[config.mk]
export PLATFORM = sky130hd
export DESIGN_NAME = coffee_order_sequencer
export DESIGN_NICKNAME = d
export VERILOG_FILES = /design/src/rtl/coffee_pkg.sv /design/src/rtl/stock_counter.sv /design/src/rtl/coffee_order_sequencer.sv
export SDC_FILE = /design/constraint.sdc
export NUM_CORES = 1
export LEC_CHECK = 0
export ABC_AREA = 1
export CORE_ASPECT_RATIO = 2
export CORE_MARGIN = 8
export CORE_UTILIZATION = 25
export DETAILED_ROUTE_END_ITERATION = 7
export GPL_TIMING_DRIVEN = 1
export SYNTH_ARGS = -nofsm -noshare
export SYNTH_HDL_FRONTEND = slang
export SYNTH_SLANG_ARGS = --single-unit
[constraint.sdc]
create_clock -name clk -period 5.4 [get_ports clk]
set_clock_uncertainty 0.1 [all_clocks]
set_input_delay 0.54 -clock clk [delete_from_list [all_inputs] [get_ports clk]]
set_output_delay 0.54 -clock clk [all_outputs]
set_load 0.005 [all_outputs]
[src/rtl/coffee_pkg.sv]
// Shared encodings for the coffee order sequencer: FSM states, stock indices
// and the failure codes reported to the front panel.
package coffee_pkg;

   typedef enum logic [2:0] {
      IDLE       = 3'd0,
      S_BTN      = 3'd1,
      S_WATER    = 3'd2,
      S_MILK     = 3'd3,
      S_COFFEE   = 3'd4,
      S_SUGAR    = 3'd5,
      WAIT_READY = 3'd6
   } state_t;

   localparam int NUM_STOCK = 5;
   localparam int WATER     = 0;
   localparam int MILK      = 1;
   localparam int COFFEE    = 2;
   localparam int SUGAR     = 3;
   localparam int CUP       = 4;

   typedef enum logic [2:0] {
      FAIL_NONE    = 3'd0,
      FAIL_WATER   = 3'd1,
      FAIL_MILK    = 3'd2,
      FAIL_COFFEE  = 3'd3,
      FAIL_SUGAR   = 3'd4,
      FAIL_CUP     = 3'd5,
      FAIL_TIMEOUT = 3'd6
   } fail_t;

endpackage

[src/rtl/stock_counter.sv]
// One ingredient stock counter: saturating refill, decrement on commit and
// a combinational low-stock flag.
module stock_counter #(
   parameter int CNT_W      = 4,
   parameter int INIT_STOCK = 8,
   parameter int LOW_THRESH = 1
) (
   input  logic             clk,
   input  logic             rst,
   input  logic             i_refill,
   input  logic [CNT_W-1:0] i_amt,
   input  logic             i_commit,
   output logic [CNT_W-1:0] o_stock,
   output logic             o_low
);

   logic [CNT_W-1:0] r_stock;
   logic [CNT_W-1:0] w_sat;
   logic [CNT_W-1:0] w_next;

   // Sum never exceeds 2*(2**CNT_W-1), so a carry out means overflow.
   function automatic logic [CNT_W-1:0] sat_add(input logic [CNT_W-1:0] a,
                                                 input logic [CNT_W-1:0] b);
      logic [CNT_W:0] s;
      s = {1'b0, a} + {1'b0, b};
      return s[CNT_W] ? '1 : s[CNT_W-1:0];
   endfunction

   always_comb begin
      w_sat  = i_refill ? sat_add(r_stock, i_amt) : r_stock;
      w_next = w_sat;
      if (i_commit && (w_sat != '0))
         w_next = w_sat - 1'b1;
   end

   always_ff @(posedge clk or negedge rst) begin
      if (!rst)
         r_stock <= CNT_W'(INIT_STOCK);
      else
         r_stock <= w_next;
   end

   assign o_stock = r_stock;
   assign o_low   = (r_stock <= CNT_W'(LOW_THRESH));

endmodule

[src/rtl/coffee_order_sequencer.sv]
// Transmit side of the coffee-machine step protocol: serialises one order as
// button + four availability bits, waits for coffee_ready and commits stock.
module coffee_order_sequencer
   import coffee_pkg::*;
#(
   parameter int CNT_W       = 4,
   parameter int INIT_STOCK  = 8,
   parameter int LOW_THRESH  = 1,
   parameter int ACK_TIMEOUT = 3
) (
   input  logic             clk,
   input  logic             rst,
   input  logic             i_order_req,
   input  logic             i_refill_valid,
   input  logic [2:0]       i_refill_sel,
   input  logic [CNT_W-1:0] i_refill_amt,
   input  logic             i_coffee_ready,
   output logic             o_ser_out,
   output logic             o_order_busy,
   output logic             o_order_done,
   output logic             o_order_fail,
   output logic [2:0]       o_fail_code,
   output logic [4:0]       o_stock_low,
   output logic [7:0]       o_served_cnt
);

   localparam int TMO_W = $clog2(ACK_TIMEOUT + 1);

   state_t                           r_state, w_next_state;
   logic                             r_ser_out, w_ser_next;
   logic                             r_done, w_done_next;
   logic                             r_fail, w_fail_next;
   fail_t                            r_fail_code, w_code_next;
   logic [TMO_W-1:0]                 r_tmo, w_tmo_next;
   logic [7:0]                       r_served;
   logic                             w_commit;
   logic [NUM_STOCK-1:0][CNT_W-1:0]  w_stock;
   logic [NUM_STOCK-1:0]             w_low;

   genvar g;
   generate
      for (g = 0; g < NUM_STOCK; g++) begin : g_stock
         stock_counter #(
            .CNT_W      (CNT_W),
            .INIT_STOCK (INIT_STOCK),
            .LOW_THRESH (LOW_THRESH)
         ) u_cnt (
            .clk      (clk),
            .rst      (rst),
            .i_refill (i_refill_valid && (i_refill_sel == 3'(g))),
            .i_amt    (i_refill_amt),
            .i_commit (w_commit),
            .o_stock  (w_stock[g]),
            .o_low    (w_low[g])
         );
      end
   endgenerate

   // ser_out is loaded with the bit of the state being entered, so each
   // availability bit reflects stock at the edge that starts its cycle.
   always_comb begin
      w_next_state = r_state;
      w_ser_next   = 1'b0;
      w_done_next  = 1'b0;
      w_fail_next  = 1'b0;
      w_code_next  = r_fail_code;
      w_tmo_next   = r_tmo;
      w_commit     = 1'b0;
      case (r_state)
         IDLE: begin
            if (i_order_req) begin
               if (w_stock[CUP] == '0) begin
                  w_fail_next = 1'b1;
                  w_code_next = FAIL_CUP;
               end else begin
                  w_next_state = S_BTN;
                  w_ser_next   = 1'b1;
                  w_code_next  = FAIL_NONE;
               end
            end
         end
         S_BTN: begin
            w_next_state = S_WATER;
            w_ser_next   = (w_stock[WATER] != '0);
         end
         S_WATER: begin
            if (!r_ser_out) begin
               w_next_state = IDLE;
               w_fail_next  = 1'b1;
               w_code_next  = FAIL_WATER;
            end else begin
               w_next_state = S_MILK;
               w_ser_next   = (w_stock[MILK] != '0);
            end
         end
         S_MILK: begin
            if (!r_ser_out) begin
               w_next_state = IDLE;
               w_fail_next  = 1'b1;
               w_code_next  = FAIL_MILK;
            end else begin
               w_next_state = S_COFFEE;
               w_ser_next   = (w_stock[COFFEE] != '0);
            end
         end
         S_COFFEE: begin
            if (!r_ser_out) begin
               w_next_state = IDLE;
               w_fail_next  = 1'b1;
               w_code_next  = FAIL_COFFEE;
            end else begin
               w_next_state = S_SUGAR;
               w_ser_next   = (w_stock[SUGAR] != '0);
            end
         end
         S_SUGAR: begin
            if (!r_ser_out) begin
               w_next_state = IDLE;
               w_fail_next  = 1'b1;
               w_code_next  = FAIL_SUGAR;
            end else begin
               w_next_state = WAIT_READY;
               w_tmo_next   = '0;
            end
         end
         WAIT_READY: begin
            if (i_coffee_ready) begin
               w_next_state = IDLE;
               w_done_next  = 1'b1;
               w_commit     = 1'b1;
            end else if (r_tmo == TMO_W'(ACK_TIMEOUT - 1)) begin
               w_next_state = IDLE;
               w_fail_next  = 1'b1;
               w_code_next  = FAIL_TIMEOUT;
            end else begin
               w_tmo_next = r_tmo + 1'b1;
            end
         end
         default: w_next_state = IDLE;
      endcase
   end

   always_ff @(posedge clk or negedge rst) begin
      if (!rst) begin
         r_state     <= IDLE;
         r_ser_out   <= 1'b0;
         r_done      <= 1'b0;
         r_fail      <= 1'b0;
         r_fail_code <= FAIL_NONE;
         r_tmo       <= '0;
         r_served    <= '0;
      end else begin
         r_state     <= w_next_state;
         r_ser_out   <= w_ser_next;
         r_done      <= w_done_next;
         r_fail      <= w_fail_next;
         r_fail_code <= w_code_next;
         r_tmo       <= w_tmo_next;
         if (w_commit)
            r_served <= r_served + 8'd1;
      end
   end

   assign o_ser_out    = r_ser_out;
   assign o_order_busy = (r_state != IDLE);
   assign o_order_done = r_done;
   assign o_order_fail = r_fail;
   assign o_fail_code  = r_fail_code;
   assign o_stock_low  = w_low;
   assign o_served_cnt = r_served;

endmodule
==> results of run 1 <==
[final cells by class]
| type | count | area [um^2] |
|---|---|---|
| inverter | 87 | 327 |
| tap | 157 | 196 |
| clock buffer | 5 | 125 |
| multi-input combinational | 390 | 2080 |
| timing repair buffer | 31 | 305 |
| clock inverter | 3 | 20.0 |
| sequential | 39 | 982 |
| fill | 1539 | 9700 |
[routing by layer]
metal	global-route usage, %	up-vias
met5	0	-
met3	2.18	7
met1	12.0	1476
met4	2.75	0
li1	-	1697
met2	15.8	48
[worst max-delay path, cell delays in order]
cell and delay [ps]:
clkdlybuf4s50_1 660, inv_1 270, fa_1 520, inv_1 70
nand2_1 50, nand2_1 80, nand2_1 110, nand2_1 80
nand2_1 60, nand2_1 100, inv_1 70, ha_1 190
inv_1 90, nor2_1 50, nand2_1 110, nand2_1 80
nand2_1 80, nand2_1 50
[cells in the mapped netlist]
cell	count
o22ai_1	3
nor2_8	1
o22ai_2	1
nand3_2	1
nand3b_1	6
nand4_1	3
nor3_2	1
buf_4	5
nand2_1	198
a31oi_1	2
o311ai_0	1
o21bai_1	1
nor2_1	29
xor2_1	9
dfrtp_1	34
fa_1	5
xnor2_1	1
nand2b_4	1
buf_2	2
o21ai_0	10
dfstp_2	5
nand2_2	2
ha_1	27
or2_2	7
inv_2	2
buf_6	1
nand3_1	55
nor3_1	5
inv_1	85
nor2_4	2
a21oi_1	15
nor2_2	4
[layout by cell type, fill, tap and decap left out, types with 2 or more instances in the layout]
cell type | Yosys | routed
nor3_1 | 5 | 5
inv_1 | 85 | 85
nor2_2 | 4 | 4
nand4_1 | 3 | 3
fa_1 | 5 | 5
or2_2 | 7 | 7
nand2_2 | 2 | 2
a21oi_1 | 15 | 15
o22ai_1 | 3 | 3
nand3_1 | 55 | 55
dfrtp_1 | 34 | 34
a31oi_1 | 2 | 2
ha_1 | 27 | 27
inv_2 | 2 | 2
clkbuf_16 | 0 | 5
nand3b_1 | 6 | 6
nor2_4 | 2 | 2
o21ai_0 | 10 | 10
xor2_1 | 9 | 9
nor2_1 | 29 | 29
nand2_1 | 198 | 198
dfstp_2 | 5 | 5
clkdlybuf4s50_1 | 0 | 30
clkinvlp_4 | 0 | 2
[power by group]
part,internal (uW),leakage (uW),total [uW],switching [uW]
logic,401,0.00164,975,574
clock network,170,0.0000658,295,125
registers,404,0.000465,501,96.6
total,976,0.00217,1770,796
[kinds of logic (layout without fill, tap and decap cells)]
kind of cell	after synthesis	in the layout	synth area share, %
AOI/OAI and AO/OA	33	33	5.36
xor gates and xnor gates	10	10	2.54
adders and majority gates	32	32	12.7
buffers and inverters	95	126	11.2
DFF	39	39	28.5
and+or+nand+nor	315	315	39.8
[final timing paths]
path / end / cells after the start
setup / recovery: g_stock[1].u_cnt.o_stock[0] / 18
hold / removal: g_stock[0].u_cnt.o_stock[2] / 1
setup reg to reg: g_stock[1].u_cnt.o_stock[0] / 18
hold reg to reg: o_served_cnt[7] / 1
max in group asynchronous: r_state[1] / 1
min in group clk: o_served_cnt[7] / 1
[stage by stage]
stage          cells  hold slack (ps)
6_report         712              292
5_1_grt          712              378
4_1_cts          712              334
3_5_place_dp     704              364
3_3_place_gp     704              355
2_1_floorplan    524              144
[registers in the layout (all words and copies together) (netlist names)]
register	flops
o_order_done	1
g_stock.u_cnt.o_stock	20
o_ser_out	1
o_order_fail	1
r_state	3
o_fail_code	3
o_served_cnt	8
r_tmo	2
==> results.txt, run 1 <==
TritonCTS clock tree -> yes
Synth cell types -> 32
std cell rows -> 61
synth-to-layout area growth -> 17.0%
width of the die -> 99.1 um
remaining global-route overflow -> 0
Die Y -> 182 um
post-CTS resize count -> 0
reg2reg start -> g_stock[1].u_cnt.o_stock[0]
core area -> 0.0137 mm^2
unrepaired setup endpoints after global routing -> false
M1 WL -> 3870 um
top routing layer used -> met4
antenna-violating nets left -> 0
initial antenna violation count -> 0
CP required -> 5480 ps
Max-Cap Viols -> 0
CTS buffer count -> 5
vias in the first global route -> 3078
CP endpoint kind -> flip-flop
# setup viols final -> 0
Min-Delay Path Class -> primary input to asynchronous set/reset pin
via count -> 3228
Worst EP arrival -> 3260 ps
worst slack at placement -> 1920 ps
Starting Density -> 25.1%
synthesized area per cell -> 6.59 um^2
# IOs -> 32
sequential area share after synthesis -> 28.5%
wire length on met2 -> 3910 um
Util after Layout -> 29.4%
Clock Path Buffers -> 2
router iterations before antenna repair -> 4
PortBufs -> 31
Tmin final -> 3180 ps
Worst slew margin -> 37.8%
Post-CTS Setup Bufs -> 0
1st-iter DRT viols -> 201
clk_lat worst skew -> 290 ps
number of H-tree levels -> 2
LEAKAGE -> 0.00217 uW
Final TNS setup -> 0 ps
Avg WL per Cell -> 11.7 um
net count after synthesis -> 568
NumNets Final -> 598
Seq cells post-synth -> 39
Yosys warnings -> 0
slack of the critical path -> 2220 ps
post-synth top area share -> 24.6%
status -> completed
GRT Total Usage -> 9.57%
largest net degree at the start of global routing -> 40
VDD IR-drop max -> 0.142 mV
period utilisation layout -> 58.9%
CP Max Fanout -> 6
# DRC -> 0
crit start category -> primary input
Hold-fix buffers, CTS -> 0
fmax -> 315 MHz
Max Slew Vio Count -> 0
Finished Cell Area -> 0.00404 mm^2
first-pass GRT wire length -> 14200 um
vias per cell -> 4.53
Total Wirelength -> 8330 um
Crit Path Class -> primary input to flip-flop
clock sink count -> 39
Die ar. -> 0.0181 mm^2
Mapped Cells -> 524
Synth Cell Area -> 0.00345 mm^2
CTS clock-pin slew for the worst setup and hold paths -> 60 ps
placed wire-length estimate -> 6610 um
slew at the pin with the worst max-slew slack -> 933 ps
PD cells -> 438 mW/mm^2
met3 WL -> 429 um
ant diodes -> 0
placer congestion estimate -> 0.831
Setup crit start -> i_refill_amt[1]
Clock Tree Root -> clkbuf_16
layout cells sized above 1 -> 6.49%
synth top area cells -> dfrtp_1 25%, nand2_1 22%, ha_1 9.8%
most area-hungry cell type in the Yosys netlist -> dfrtp_1
placed inst area -> 0.00389 mm^2
Tot Pwr -> 1770 uW
Hold Vio Cnt, Final -> 0
Worst R2R Setup Slack -> 2900 ps
No activity file was read; power rests on OpenSTA's default activity.
==> run 2: changes to the inputs <==
Clock period 5.4 ns to 2.95 ns, I/O delays scaled along.
==> run 2 against run 1 <==
Against the previous run:
- register-to-register slack got worse by 2400 ps
- clock-buffer cell count did not move
- worst setup slack got worse by 1900 ps
- first-iteration DRC count fell by 40%
- critical path type unchanged
- largest cell class unchanged
- largest power group unchanged
- highest routed layer unchanged
==> results.txt, run 2 (same netlist as run 1, synthesis figures left out) <==
core area -> 0.0137 mm^2
Worst R2R Path Depth -> 18
antenna-violating nets left -> 0
router iterations before antenna repair -> 5
most common cell after layout, fill and taps aside -> nand2_1
placed inst area -> 0.00401 mm^2
width of the die -> 99.1 um
synth-to-layout area growth -> 21.2%
Sw Ratio -> 44.3%
1st-iter DRT viols -> 121
via count -> 3274
Die ar. -> 0.0181 mm^2
Starting Density -> 25.1%
Worst slew margin -> 36.3%
# setup viols final -> 0
crit start category -> primary input
P_sw -> 1490 uW
Clock Tree Root -> clkbuf_16
CTS clock-pin slew for the worst setup and hold paths -> 60 ps
Min-Delay Path Class -> primary input to asynchronous set/reset pin
Tmin final -> 2580 ps
period utilisation layout -> 87.5%
Seq pwr share -> 27.4%
placed wire-length estimate -> 6590 um
Hold WS -> 56.0 ps
Max-Cap Viols -> 0
ant diodes -> 0
layout cells sized above 1 -> 9.62%
Avg WL per Cell -> 11.7 um
TritonCTS clock tree -> yes
Max Slew Vio Count -> 0
Hold Vio Cnt, Final -> 0
first-pass GRT wire length -> 14800 um
remaining global-route overflow -> 0
status -> completed
Clock Power Share -> 16.6%
Total Wirelength -> 8530 um
Crit Path Class -> primary input to flip-flop
VDD IR-drop max -> 0.326 mV
initial antenna violation count -> 0
CTS buffer count -> 5
PortBufs -> 31
GRT Total Usage -> 10.0%
LEAKAGE -> 0.00227 uW
Gate power share -> 56.0%
worst slack at placement -> -92.5 ps
slack of the critical path -> 368 ps
unrepaired setup endpoints after global routing -> false
std cell rows -> 61
Clock Path Buffers -> 2
clk_lat worst skew -> 290 ps
vias in the first global route -> 3188
PD cells -> 804 mW/mm^2
Finished Cell Area -> 0.00418 mm^2
CP required -> 3080 ps
NumNets Final -> 615
# DRC -> 0
slew at the pin with the worst max-slew slack -> 955 ps
internal power -> 1870 uW
clock sink count -> 39
fmax -> 387 MHz
# IOs -> 32
Worst EP arrival -> 2710 ps
most frequent cells in the layout -> 198 x nand2_1, 84 x inv_1, 55 x nand3_1, 34 x dfrtp_1, 29 x nor2_1
number of H-tree levels -> 2
vias per cell -> 4.49
largest net degree at the start of global routing -> 40
Largest register FFs -> 20
CP endpoint kind -> flip-flop
Die Y -> 182 um
CP Max Fanout -> 5
placer congestion estimate -> 0.800
[run 2: cell count changes in the layout (fill, tap and decap cells not counted)]
cell | previous run | this run
buf_4 | 0 | 17
fa_2 | 0 | 1
clkinv_2 | 1 | 0
clkinv_4 | 0 | 2
clkdlybuf4s50_1 | 30 | 28
inv_1 | 85 | 84
dlymetal6s2s_1 | 0 | 2
fa_1 | 5 | 4
[run 2: area by class of cell]
| class | instances | area, um^2 |
|---|---|---|
| well taps | 157 | 196 |
| multi-input cells | 390 | 2090 |
| clock inverters | 3 | 25.0 |
| repair buffers | 48 | 438 |
| inverters | 87 | 330 |
| flip-flops and latches | 39 | 982 |
| fillers | 1490 | 9550 |
| clock buffers | 5 | 125 |
[run 2: path summary, 6_finish.rpt]
path                                             startpoint                          end  slack [ps]
max in group asynchronous                               rst                     r_tmo[1]        2100
worst min register to register              o_served_cnt[7]              o_served_cnt[7]         360
min in group clk                            o_served_cnt[7]              o_served_cnt[7]         360
worst min-delay path                                    rst  g_stock[0].u_cnt.o_stock[2]          60
worst max register to register  g_stock[3].u_cnt.o_stock[0]  g_stock[3].u_cnt.o_stock[0]         470
worst max-delay path                        i_refill_amt[3]  g_stock[4].u_cnt.o_stock[1]         370
[run 2: power groups by stage]
stage               clock network [uW]  logic, uW  registers (uW)
floorplan                            0       1370             877
global route                       598       2210             953
finish                             558       1880             922
detailed placement                   0       1870             932
global placement                     0       1840             931
CTS                                586       1890             924
[run 2: through the flow]
stage | setup TNS [ps] | total power, uW | instances | utilization [%]
4_1_cts | 0 | 3400 | 727 | 30.3
5_1_grt | 0 | 3760 | 729 | 30.5
3_3_place_gp | -178 | 2770 | 719 | 29.2
3_5_place_dp | -425 | 2810 | 719 | 29.2
2_1_floorplan | 0 | 2240 | 524 | -
6_report | 0 | 3360 | 729 | 30.5
[run 2: timing repair]
action	4_1_cts	5_1_grt
gates resized for setup	0	4
hold buffers	0	0
setup buffers	0	2
setup endpoints to repair	0	7
endpoints found under the hold margin	0	0
[run 2: layer usage]
layer / routed length (um) / GRT usage [%] / share of wire, % / vias to the layer above
met5: 0 / 0 / 0 / -
met4: 66 / 2.75 / 0.77 / 0
met3: 389 / 1.98 / 4.6 / 5
met2: 3960 / 16.4 / 46 / 57
met1: 4110 / 12.9 / 48 / 1478
li1: - / - / - / 1734
[run 2: worst max-delay path: stages]
cell and delay [ps]:
clkdlybuf4s50_1 630, ha_1 450, or2_2 290, nand2_1 100, nand2_1 50, nand2_1 70
nand2_1 80, inv_1 60, ha_1 170, inv_1 70, a21oi_1 120, nand2_1 120
nand2_1 100, nand2_1 60, nand2_1 50
==> run 3: changes to the inputs <==
Settings changed: ABC_AREA 1 to not set.
==> run 3 against run 2 <==
Against the previous run:
- final cell count shrank 30%
- non-clock buffer count is the same
- power shrank 8.2%
- largest cell class unchanged
- largest power group unchanged
==> results.txt, run 3 <==
vias in the first global route -> 2700
most common cell in the netlist -> dfrtp_1
net count after synthesis -> 366
Post-synth top flop -> dfrtp_1
CP peak stage delay -> 490 ps
unrepaired setup endpoints after global routing -> false
synth-to-layout area growth -> 22.3%
number of H-tree levels -> 2
Die ar. -> 0.0158 mm^2
post-CTS resize count -> 0
GRT Total Usage -> 9.97%
Post-synth EDFFs -> 0
# placed instances -> 500
via count -> 2448
CP required -> 3020 ps
CP top delay family -> buffers and inverters
WP buf/inv -> 3
VDD IR-drop max -> 0.393 mV
NumNets Final -> 406
Clock Tree Root -> clkbuf_16
width of the die -> 93.0 um
period utilisation layout -> 89.4%
clock sink count -> 39
post-synth top area share -> 28.7%
Hold Vio Cnt, Final -> 0
PD cells -> 851 mW/mm^2
# IOs -> 32
layout cells sized above 1 -> 15.4%
placed wire-length estimate -> 5780 um
CP Cell Sequence -> clkdlybuf4s50_1, inv_1, fa_1, nand2b_1, a21oi_1, nor2_1, a21oi_1, inv_1, ha_1, nand2_1, o21ai_2, mux2i_1
clk_lat worst skew -> 290 ps
crit start category -> primary input
sequential area share after synthesis -> 33.1%
remaining global-route overflow -> 0
Max-Cap Viols -> 0
fillers -> 1254
initial antenna violation count -> 0
CP Max Fanout -> 5
most frequent cells in the layout -> 34 x dfrtp_1, 33 x nor2_1, 29 x clkdlybuf4s50_1, 27 x ha_1, 24 x inv_1
Yosys warnings -> 0
Clock Path Buffers -> 2
largest net degree at the start of global routing -> 40
Worst EP arrival -> 2700 ps
Async SR Flop Fraction -> 100%
TritonCTS clock tree -> yes
LEAKAGE -> 0.00165 uW
most frequent cells after synthesis -> 34 x dfrtp_1, 33 x nor2_1, 27 x ha_1, 24 x inv_1, 22 x nand2_1
Starting Density -> 25.5%
CTS buffer count -> 5
Min-Delay Path Class -> primary input to asynchronous set/reset pin
antenna-violating nets left -> 0
Util after Layout -> 31.2%
Hold-fix buffers, CTS -> 0
first-pass GRT wire length -> 12500 um
# DRC -> 0
Post-CTS Setup Bufs -> 0
Tmin final -> 2640 ps
Die Y -> 170 um
Total Wirelength -> 7230 um
most area-hungry cell type in the Yosys netlist -> dfrtp_1
status -> completed
CP endpoint kind -> flip-flop
core area -> 0.0116 mm^2
Max Slew Vio Count -> 0
Seq cells post-synth -> 39
Synth Cell Area -> 0.00297 mm^2
CTS clock-pin slew for the worst setup and hold paths -> 60 ps
synthesized area per cell -> 9.21 um^2
PortBufs -> 31
Avg WL per Cell -> 14.2 um
std cell rows -> 56
synth top area cells -> dfrtp_1 29%, ha_1 11%, dfstp_2 4.4%
CP max stage cell -> fa_1
placer congestion estimate -> 0.857
Crit Path Class -> primary input to flip-flop
1st-iter DRT viols -> 100
Largest register FFs -> 20
vias per cell -> 4.82
ant diodes -> 0
Mapped Cells -> 322
Worst slew margin -> 38.6%
router iterations before antenna repair -> 4
final std cells w/o fill -> 508
# setup viols final -> 0
slew at the pin with the worst max-slew slack -> 920 ps
Synth cell types -> 44
most common cell after layout, fill and taps aside -> dfrtp_1
fmax -> 379 MHz
run 3: area by class of cell:
class,count,area (um^2),share of cell area [%]
multi-input cells,243,1790,49.4
flip-flops and latches,39,982,27.1
repair buffers,48,435,12.0
well taps,145,181,5.00
clock buffers,6,129,3.55
inverters,25,93.8,2.59
clock inverters,2,12.5,0.345
run 3: cell families (layout without fill, tap and decap cells):
| family | after synthesis | count (layout) | synth area share, % |
|---|---|---|---|
| simple gates | 109 | 109 | 19.0 |
| compound gates | 66 | 66 | 14.9 |
| buf+inv | 40 | 81 | 6.46 |
| flops | 39 | 39 | 33.1 |
| fa+ha+maj | 32 | 32 | 14.8 |
| xor+xnor | 22 | 22 | 6.50 |
| mux | 14 | 14 | 5.19 |
run 3: per-stage QoR:
stage	setup TNS, ps	power [uW]	hold WS, ps	area [um^2]	setup slack, ps
5_1_grt	0	3390	132	3630	94.6
4_1_cts	0	3130	85.0	3620	150
2_1_floorplan	0	1990	-101	2970	665
3_5_place_dp	-513	2570	369	3480	-145
6_report	0	3090	35.7	3630	313
3_3_place_gp	-104	2520	361	3480	-52.6
run 3: worst reg2reg max path: cells and delay by family (launching register included):
family / cells / cell delay (ps)
fa+ha+maj: 3 / 800
buf+inv: 2 / 130
flops: 1 / 380
compound gates: 3 / 500
simple gates: 3 / 320
mux: 1 / 140
run 3: routing by layer:
metal | vias to the layer above | GRT usage [%] | share of wire [%]
li1 | 1210 | - | -
met3 | 15 | 1.68 | 2.4
met1 | 1189 | 8.89 | 36
met4 | 0 | 5.65 | 3.4
met2 | 34 | 19.9 | 58
met5 | - | 0 | 0
run 3: report_power, final:
| part | leakage, uW | internal, uW | total (uW) | switching (uW) |
|---|---|---|---|---|
| clock | 0.0000669 | 312 | 539 | 227 |
| sequential | 0.000464 | 746 | 986 | 240 |
| combinational | 0.00112 | 788 | 1560 | 775 |
run 3: worst paths after layout:
path / start / end / slack [ps] / cells after the start
setup reg to reg: g_stock[2].u_cnt.o_stock[0] / g_stock[2].u_cnt.o_stock[1] / 450 / 12
hold reg to reg: o_served_cnt[7] / o_served_cnt[7] / 380 / 1
hold / removal: rst / g_stock[0].u_cnt.o_stock[2] / 40 / 1
min in group clk: o_served_cnt[7] / o_served_cnt[7] / 380 / 1
setup / recovery: i_refill_amt[1] / g_stock[2].u_cnt.o_stock[1] / 310 / 12
max in group asynchronous: rst / o_served_cnt[7] / 2130 / 1
